[config.mk]
export PLATFORM = sky130hd
export DESIGN_NAME = mfp_uart_transmitter
export DESIGN_NICKNAME = d
export VERILOG_FILES = /design/src/rtl/mfp_uart_transmitter.sv
export SDC_FILE = /design/constraint.sdc
export NUM_CORES = 1
export LEC_CHECK = 0
export BUFFER_PORTS_ARGS = -buffer_cell sky130_fd_sc_hd__buf_2
export CAP_MARGIN = 20
export CELL_PAD_IN_SITES_DETAIL_PLACEMENT = 1
export CELL_PAD_IN_SITES_GLOBAL_PLACEMENT = 2
export CORE_MARGIN = 2
export CORE_UTILIZATION = 47
export CTS_BUF_LIST = sky130_fd_sc_hd__clkbuf_8 sky130_fd_sc_hd__clkbuf_16
export DETAILED_ROUTE_END_ITERATION = 16
export PLACE_DENSITY = 0.89
export SYNTH_ARGS = -nofsm -noshare
export SYNTH_HDL_FRONTEND = slang
export SYNTH_SLANG_ARGS = --single-unit
[constraint.sdc]
create_clock -name clk -period 3.3 [get_ports clk]
set_clock_uncertainty 0.1 [all_clocks]
set_input_delay 0.33 -clock clk [delete_from_list [all_inputs] [get_ports clk]]
set_output_delay 0.33 -clock clk [all_outputs]
set_load 0.005 [all_outputs]
[src/rtl/mfp_uart_transmitter.sv]
// Buffered UART transmitter: byte FIFO feeding an 8-bit LSB-first async framer.
// Define MFP_UART_TX_PARITY_EN to insert an even-parity bit (8E1); default is 8N1.
module mfp_uart_transmitter #(
  parameter int unsigned CLK_FREQ   = 50_000_000,
  parameter int unsigned BAUD       = 115_200,
  parameter int unsigned FIFO_DEPTH = 4
) (
  input  logic       clk,
  input  logic       reset,
  input  logic [7:0] tx_data,
  input  logic       tx_valid,
  output logic       tx_ready,
  output logic       busy,
  output logic       tx
);

  localparam int unsigned DIV = CLK_FREQ / BAUD;
  localparam int unsigned CW  = (DIV > 1) ? $clog2(DIV) : 1;
  localparam int unsigned AW  = (FIFO_DEPTH > 1) ? $clog2(FIFO_DEPTH) : 1;

  generate
    if (DIV < 2) begin : g_bad_div
      $error("mfp_uart_transmitter: CLK_FREQ / BAUD must be at least 2");
    end
    if (FIFO_DEPTH < 2 || (FIFO_DEPTH & (FIFO_DEPTH - 1)) != 0) begin : g_bad_depth
      $error("mfp_uart_transmitter: FIFO_DEPTH must be a power of 2 and >= 2");
    end
  endgenerate

`ifdef MFP_UART_TX_PARITY_EN
  typedef enum logic [2:0] {S_IDLE, S_START, S_DATA, S_PARITY, S_STOP} state_e;
`else
  typedef enum logic [2:0] {S_IDLE, S_START, S_DATA, S_STOP} state_e;
`endif

  logic [7:0]  mem_q [FIFO_DEPTH];
  logic [AW:0] wr_ptr_q, wr_ptr_d;
  logic [AW:0] rd_ptr_q, rd_ptr_d;
  logic        full, empty, push, pop;
  logic [7:0]  head;

  state_e      state_q;
  logic [CW-1:0] cnt_q;
  logic [2:0]  bit_q;
  logic [7:0]  sh_q;
  logic        tx_q;
  logic        cnt_last;
`ifdef MFP_UART_TX_PARITY_EN
  logic        par_q;
`endif

  // Extra wrap bit on each pointer distinguishes full from empty.
  assign empty    = (wr_ptr_q == rd_ptr_q);
  assign full     = (wr_ptr_q[AW] != rd_ptr_q[AW]) &&
                    (wr_ptr_q[AW-1:0] == rd_ptr_q[AW-1:0]);
  assign push     = tx_valid && !full;
  assign head     = mem_q[rd_ptr_q[AW-1:0]];
  assign cnt_last = (cnt_q == CW'(DIV - 1));
  assign pop      = !empty && ((state_q == S_IDLE) || (state_q == S_STOP && cnt_last));

  assign wr_ptr_d = wr_ptr_q + {{AW{1'b0}}, push};
  assign rd_ptr_d = rd_ptr_q + {{AW{1'b0}}, pop};

  assign tx_ready = !full;
  assign busy     = (state_q != S_IDLE) || !empty;
  assign tx       = tx_q;

  always_ff @(posedge clk) begin
    if (push) mem_q[wr_ptr_q[AW-1:0]] <= tx_data;
  end

  always_ff @(posedge clk or posedge reset) begin
    if (reset) begin
      wr_ptr_q <= '0;
      rd_ptr_q <= '0;
    end else begin
      wr_ptr_q <= wr_ptr_d;
      rd_ptr_q <= rd_ptr_d;
    end
  end

  // tx is re-registered from the current state, so the wire trails the FSM by one cycle.
  always_ff @(posedge clk or posedge reset) begin
    if (reset) begin
      state_q <= S_IDLE;
      cnt_q   <= '0;
      bit_q   <= '0;
      sh_q    <= '0;
      tx_q    <= 1'b1;
`ifdef MFP_UART_TX_PARITY_EN
      par_q   <= 1'b0;
`endif
    end else begin
      case (state_q)
        S_START:  tx_q <= 1'b0;
        S_DATA:   tx_q <= sh_q[0];
`ifdef MFP_UART_TX_PARITY_EN
        S_PARITY: tx_q <= par_q;
`endif
        default:  tx_q <= 1'b1;
      endcase

      if (state_q != S_IDLE) begin
        cnt_q <= cnt_last ? '0 : cnt_q + CW'(1);
      end

      if (pop) begin
        sh_q    <= head;
`ifdef MFP_UART_TX_PARITY_EN
        par_q   <= ^head;
`endif
      end

      case (state_q)
        S_IDLE: begin
          if (pop) state_q <= S_START;
        end
        S_START: begin
          if (cnt_last) begin
            state_q <= S_DATA;
            bit_q   <= '0;
          end
        end
        S_DATA: begin
          if (cnt_last) begin
            if (bit_q == 3'd7) begin
`ifdef MFP_UART_TX_PARITY_EN
              state_q <= S_PARITY;
`else
              state_q <= S_STOP;
`endif
            end else begin
              bit_q <= bit_q + 3'd1;
              sh_q  <= {1'b0, sh_q[7:1]};
            end
          end
        end
`ifdef MFP_UART_TX_PARITY_EN
        S_PARITY: begin
          if (cnt_last) state_q <= S_STOP;
        end
`endif
        S_STOP: begin
          if (cnt_last) state_q <= pop ? S_START : S_IDLE;
        end
        default: state_q <= S_IDLE;
      endcase
    end
  end

endmodule

# Word level (Yosys, flattened, before mapping)
# Memory sizes are Yosys's and may differ from the RTL's.
# Index checks and enable logic that the tools add are counted.
# op_classes
n_addsub,4
n_eq_ne,14
n_mux,19
n_reduce_logical,13
# ops
op,count
8-bit 2-to-1 mux,4
3-bit 2-to-1 mux,8
2-bit inequality test (second input constant),6
3-bit case mux with 4 select lines,1
9-bit by 1-bit adder with 9-bit output (second input constant),1
9-bit equality test (second input constant),1
9-bit 2-to-1 mux,1
3-bit by 1-bit adder with 3-bit output,2
3-bit by 2-bit equality test with 1-bit output (second input constant),2
3-bit case mux with 2 select lines,1
5-bit AND reduction,1
1-bit logical AND,4
4-bit AND reduction,1
3-bit by 1-bit adder with 3-bit output (second input constant),1
3-bit by 1-bit equality test with 1-bit output (second input constant),1
3-bit equality test,1
3-bit equality test (second input constant),1
3-bit logical NOT,1
1-bit 2-to-1 mux,3
3-bit nonzero test,1
2-bit equality test,1
1-bit logical NOT,2
1-bit logical OR,2
1-bit case mux with 2 select lines,1
2 further kinds,2
# word_totals
regBits,30
ram_bits,32
input_bits,11
out_inout_bits,3
word_cells,58
memories,1
# mem_list
name,depth,word_bits,rd,rd_clocked_by_memory_dff,wr,line,source
mem_q,4,8,1,0,1,36,logic [7:0] mem_q [FIFO_DEPTH];

# Depth between registers and ports, before layout
# Gate-level depths: netlist (run 1).
# logic_depth
word_depth,8
ltp_mapped,9
mapped_depth_nobuf,8

# Worst setup path before layout (run 1)
# OpenSTA, ideal clock, no wires.
# synth_timing
kind,register to register
from,register rd_ptr_q[0]
to,"memory mem_q[2][0], enable pin"
setup_time_ns,0.385
arrival_time_ns,1.691
required_ns,2.815
path_slack_ns,1.124
path_stages_with_launch,6
path_buffers,1
synth_period_minus_slack_ns,2.176
cell_sequence,dfrtp_1 > buf_4 > xor2_1 > or3_4 > nand2_4 > nor3b_1
# synth_via
elab_chain_cells,6
# synth_lines
item,line,source
start: declaration,38,"logic [AW:0] rd_ptr_q, rd_ptr_d;"
start signal: assignment,78,rd_ptr_q <= rd_ptr_d;
2-bit equality test,55,(wr_ptr_q[AW-1:0] == rd_ptr_q[AW-1:0]);
1-bit logical AND,54,assign full = (wr_ptr_q[AW] != rd_ptr_q[AW]) &&
1-bit logical NOT,--,
via tx_ready,12,"output logic tx_ready,"
1-bit logical AND,56,assign push = tx_valid && !full;
1-bit 2-to-1 mux,69,if (push) mem_q[wr_ptr_q[AW-1:0]] <= tx_data;
1-bit 2-to-1 mux (implied by the code),69,
end: declaration,36,
# The timed path passes the listed nets, and every way through them passes these cells.

# Worst setup path in the final report (run 1)
# layout_timing
from,register rd_ptr_q[0]
to,output port busy
# layout_via
elab_chain_cells,3
# layout_lines
item,line,source
3-bit equality test,53,assign empty = (wr_ptr_q == rd_ptr_q);
1-bit logical NOT,65,assign busy = (state_q != S_IDLE) || !empty;
1-bit logical OR,65,
end: declaration,13,"output logic busy,"
# Every way passes these cells.

==> flow_summary.toml, run 1 <==
[worst_setup_path]
cp.required_ps = 2870
worstSetupStartpoint = "rd_ptr_q[0]"
crit_arrival_ps = 2050
rrSetupSlack_ps = 1030
rr_worst_depth = 6
cp-endpoint = "busy"
path_class = "reg -> out"
crit_fanout = 11
start_kind = "flop"
r2r-start = "rd_ptr_q[0]"
end_kind = "output pin"
reg2reg_to = "rd_ptr_q[2]"

[placed_design]
io_buffers = 13
globalplace.congestion = 0.740
pre_cts_slack_ps = 1060
post-dp-hpwl_um = 3830

[global_routing]
grt_pass1_wl_um = 9060
first_global_vias = 1748
antenna_found_initial = 0
grt_max_degree = 30
gr-usage-all-layers = 0.192
grt.overflow.total = 0

[floorplanning]
die_w_um = 81.4
io_pins = 14
die_h_um = 81.4
start_util = 0.482
coreArea_um2 = 5850
rows = 28
dieArea_um2 = 6630

[worst_hold_path]
holdCritPathClass = "in -> reg"

[finish]
nets = 245
fill_cells = 583
post-route-util = 0.543
syn_to_final_growth_pct = 12.7
drive_above_1_share = 0.203
antenna_cells = 0

[timing]
slew_viol_final = 0
whs_ps = 94.6
worst_pin_slew_ps = 607
hold_viol = 0
max_slew_margin = 0.593
min_period_ps = 2480
finalSetupViolCount = 0
rsz0062_at_grt = "no"
timing.final.crit_share = 0.751
fmax_mhz = 404
layout_setup_ws_ps = 823
finalSetupTns_ps = 0

[yosys]
synth-xor-area-share = 0.0342
yosysWarnings = 0
yosysTopAreaCellShare = 0.341
synth_nets = 225
synth_top_family_by_area = "simple AND/OR/NAND/NOR gates"
synth_cells = 202
synth.most_common_cell = "edfxtp_1"
ys_ff_latch = 61
syn_area_per_cell_um2 = 13.9
synthFlopType = "edfxtp_1"
ys_top_cells_by_area = "edfxtp_1 34%, dfrtp_1 25%, mux4_1 7.5%"
synth_simple_gate_area_frac = 0.113
netlist_area_um2 = 2820
synth_top_area_cell = "edfxtp_1"
synth-seq-area-share = 0.599
synth_compound_area_frac = 0.0866
synth_edf_count = 32
synth_common_cells = "32 x edfxtp_1, 28 x dfrtp_1, 13 x nor2_1, 12 x ha_1, 12 x o21ai_0"
ys_types = 45
synth_fa_ha_area_frac = 0.0533
synth_mux_area_frac = 0.0835
synthArstFlopShare = 0.475

[power_and_ir_drop]
intPower_mw = 1.93
p_total_mw = 2.97
p_seq_frac = 0.427
p_switching_mw = 1.04
swShare = 0.350
p_per_area_nw_per_um2 = 935
p_clk_frac = 0.250
vdd_drop_max_v = 0.000574
comb_power_share = 0.323
p_leak_nw = 1.31

[drt]
drt_drc_violations_left = 0
firstDrtPassIters = 4
first_iter_violations = 104
vias_per_cell = 5.48
antenna_left = 0
vias = 1656
routed_wl_um = 5510
detail_route.wl_per_cell_um = 18.3

[cts]
cts_made_buffers = 9
cts_sinks = 61
clkLatencyLatePin_ps = 350
root_buffer = "clkbuf_8"
cts.htree.levels = 3
clkTransAtPathRegs_ps = 80
tritoncts = "done"
cts.repair.resized = 0
clockBufferDepth = 2

[run_status]
outcome = "finished, final reports clean"

[job]
maxCapViolCount = 0
-- power by group through the flow --
stage / Clock [mW] / Sequential, mW / Combinational, mW
floorplan: 0 / 1.19 / 0.810
global placement: 0 / 1.26 / 0.922
detailed placement: 0 / 1.28 / 0.960
CTS: 0.756 / 1.27 / 0.971
global route: 0.784 / 1.29 / 1.07
finish: 0.743 / 1.27 / 0.958
-- cells in the final DEF (no fill, tap or decap), types with 2 or more instances in the layout --
master	instances
nand2_1	11
o21ai_2	2
nor2_1	13
a21o_1	2
a22o_1	3
inv_1	5
xnor2_1	5
ha_1	12
nand2b_1	2
nand3_1	11
clkbuf_8	9
nor3b_1	2
clkinv_4	2
dfrtp_1	28
nor3_1	7
edfxtp_1	32
buf_2	13
bufinv_16	2
xor2_1	6
o21ai_0	12
a31oi_1	8
mux4_1	8
buf_4	4
-- kinds of logic (layout without fill, tap and decap cells) --
| group | after synthesis | after routing |
|---|---|---|
| flops | 61 | 61 |
| simple gates | 58 | 58 |
| compound gates | 35 | 35 |
| buf+inv | 15 | 40 |
| fa+ha+maj | 12 | 12 |
| xor+xnor | 11 | 11 |
| mux | 10 | 10 |
-- final cells by class --
class | count | area [um^2] | area share
clock buffer | 9 | 124 | 0.0390
clock inverter | 7 | 97.6 | 0.0307
inverter | 6 | 22.5 | 0.00709
multi-input combinational | 126 | 1040 | 0.329
sequential | 61 | 1690 | 0.532
tap | 75 | 93.8 | 0.0296
timing repair buffer | 18 | 105 | 0.0331
-- how the worst min path moves through the flow --
| stage | from | end | cells past startpoint |
|---|---|---|---|
| 2_1_floorplan | reset | bit_q[0] | 1 |
| 3_3_place_gp | reset | cnt_q[5] | 3 |
| 3_5_place_dp | reset | cnt_q[5] | 3 |
| 4_1_cts | tx_data[5] | mem_q[1][5] | 1 |
| 5_1_grt | tx_data[5] | mem_q[1][5] | 1 |
| 6_report | tx_data[5] | mem_q[1][5] | 1 |
-- critical path, stage by stage, from the launching register on --
cell and delay (ps):
dfrtp_1 670, xor2_1 210, nor3_2 500, nand2_1 150, buf_2 160
-- flip-flops by register name, summed over array words and instances, names as in the netlist --
signal and flops:
mem_q 32, cnt_q 9, sh_q 8, bit_q 3, rd_ptr_q 3, wr_ptr_q 3
state_q 2, tx 1
-- repair_timing --
action	CTS	global route
hold endpoints to repair	28	0
buffers inserted	0	0
hold buffers	1	0
-- layer usage --
metal | global-route usage | share of wire | wire (um) | vias up
met5 | 0 | 0 | 0 | -
met4 | 0.0864 | 0.022 | 122 | 0
met3 | 0.0538 | 0.032 | 178 | 11
met2 | 0.306 | 0.49 | 2680 | 23
met1 | 0.246 | 0.46 | 2530 | 819
li1 | - | - | - | 803
-- metrics by stage --
stage | instances | area, um^2
after CTS | 302 | 3180
final | 302 | 3180
after floorplan | 202 | 2820
after detailed placement | 285 | 2940
after global placement | 285 | 2940
after global routing | 302 | 3180
(Power assumes the default switching activity.)
==> inputs of run 2 (changes only) <==
- CORE_UTILIZATION: 47 -> 39
- PLACE_DENSITY: 0.89 -> 0.79
- clock period: 3.3 -> 2.2 ns (I/O delays scaled with it)
==> run 2 against run 1 <==
Compared with the run above:
- power up 49%
- critical path depth rose by 1
- clock-buffer cell count unchanged
- routed wire length is 3.2% lower
- first-iteration DRC count down 59%
- worst setup slack worse by 600 ps
- sequential power up 44%
- cell count increased by 12%
- sequential share of layout area fell by 2.1 points
- final area up 4.1%
- critical path type unchanged
- critical endpoint unchanged
- largest cell class unchanged
==> flow_summary.toml, run 2 (synthesized netlist as in run 1, its figures left out) <==
[drt]
antenna_left = 0
detail_route.wl_per_cell_um = 15.8
drt_drc_violations_left = 0
firstDrtPassIters = 4
routed_wl_um = 5340
vias_per_cell = 5.06
vias = 1705
first_iter_violations = 43

[cts]
root_buffer = "clkbuf_8"
cts.repair.resized = 0
cts.htree.levels = 3
cts_sinks = 61
clkLatencyLatePin_ps = 340
ctsHoldBuffers = 8
cts_made_buffers = 9
cts_setup_buffers = 0
tritoncts = "done"
clockBufferDepth = 2
clkTransAtPathRegs_ps = 80

[timing]
finalSetupViolCount = 0
max_slew_margin = 0.677
rsz0062_at_grt = "no"
fmax_mhz = 507
slew_viol_final = 0
worst_pin_slew_ps = 484
finalSetupTns_ps = 0
min_period_ps = 1970
layout_setup_ws_ps = 227
hold_viol = 0
timing.final.crit_share = 0.897

[worst_setup_path]
r2r-start = "state_q[0]"
path_class = "reg -> out"
rrSetupSlack_ps = 240
crit_arrival_ps = 1650
end_kind = "output pin"
cp.required_ps = 1880
worstSetupStartpoint = "state_q[0]"
crit_fanout = 10
reg2reg_to = "rd_ptr_q[2]"
rr_worst_depth = 7
start_kind = "flop"

[placed_design]
post-dp-hpwl_um = 3680
pre_cts_slack_ps = 204
io_buffers = 13
globalplace.congestion = 0.737

[floorplanning]
io_pins = 14
die_w_um = 89
rows = 30
coreArea_um2 = 6910
start_util = 0.408
die_h_um = 89
dieArea_um2 = 7920

[finish]
layout_common_cells = "32 x edfxtp_1, 28 x dfrtp_1, 13 x nor2_1, 13 x buf_2"
nets = 259
antenna_cells = 0
fill_cells = 733
largest_register_ffs = 32
final_common_cell = "edfxtp_1"
syn_to_final_growth_pct = 17.3
drive_above_1_share = 0.224

[global_routing]
gr-usage-all-layers = 0.156
grt.overflow.total = 0
grt_max_degree = 30
antenna_found_initial = 0
grt_pass1_wl_um = 9180
first_global_vias = 1850

[worst_hold_path]
hp-start = "tx_data[1]"
holdCritPathClass = "in -> reg"
worstHoldPathCells = 1
hold_path_end = "mem_q[2][1]"

[job]
maxCapViolCount = 0

[power_and_ir_drop]
p_leak_nw = 1.37
p_per_area_nw_per_um2 = 1340
vdd_drop_max_v = 0.000639

[run_status]
outcome = "finished, final reports clean"
[run 2: area by class of cell]
class	instances	area (um^2)	area share
sequential	61	1690	0.511
inverter	6	22.5	0.00681
multi-input combinational	126	1040	0.316
clock buffer	9	124	0.0375
clock inverter	7	78.8	0.0238
timing repair buffer	32	228	0.0689
tap	96	120	0.0363
[run 2: per-layer routing]
metal	GRT usage	part of all wire	vias to the layer above	wire length (um)
met5	0	0	-	0
met3	0.0471	0.025	7	136
met4	0.0448	0.0094	0	50
li1	-	-	828	-
met1	0.196	0.46	845	2450
met2	0.261	0.51	25	2710
[run 2: worst max path at each step]
stage                  endpoint  slack (ps)
global placement    rd_ptr_q[2]         300
global route            sh_q[1]          60
detailed placement  mem_q[3][5]         200
floorplan           mem_q[2][0]          20
finish                     busy         230
CTS                 mem_q[3][4]         200
[run 2: stage by stage]
| step | cells | cell area, um^2 | utilization | hold slack, ps | power, mW |
|---|---|---|---|---|---|
| after floorplan | 202 | 2820 | - | 197 | 2.99 |
| after global placement | 313 | 3020 | 0.438 | 219 | 3.40 |
| after detailed placement | 313 | 3020 | 0.438 | 227 | 3.47 |
| after CTS | 337 | 3310 | 0.479 | 10.7 | 4.51 |
| after global routing | 337 | 3310 | 0.479 | 0.327 | 4.76 |
| final | 337 | 3310 | 0.479 | 12.3 | 4.43 |
[run 2: critical path: stages, from the launching register on]
cell and delay, ps:
dfrtp_1 430, inv_1 100, ha_1 400, buf_4 200, nand2_1 60, buf_2 130
[run 2: report_power, final]
| part | total, mW | switching [mW] | internal [mW] |
|---|---|---|---|
| Sequential | 1.83 | 0.236 | 1.59 |
| Combinational | 1.59 | 0.851 | 0.742 |
| Clock | 1.01 | 0.475 | 0.538 |
| Total | 4.43 | 1.56 | 2.87 |
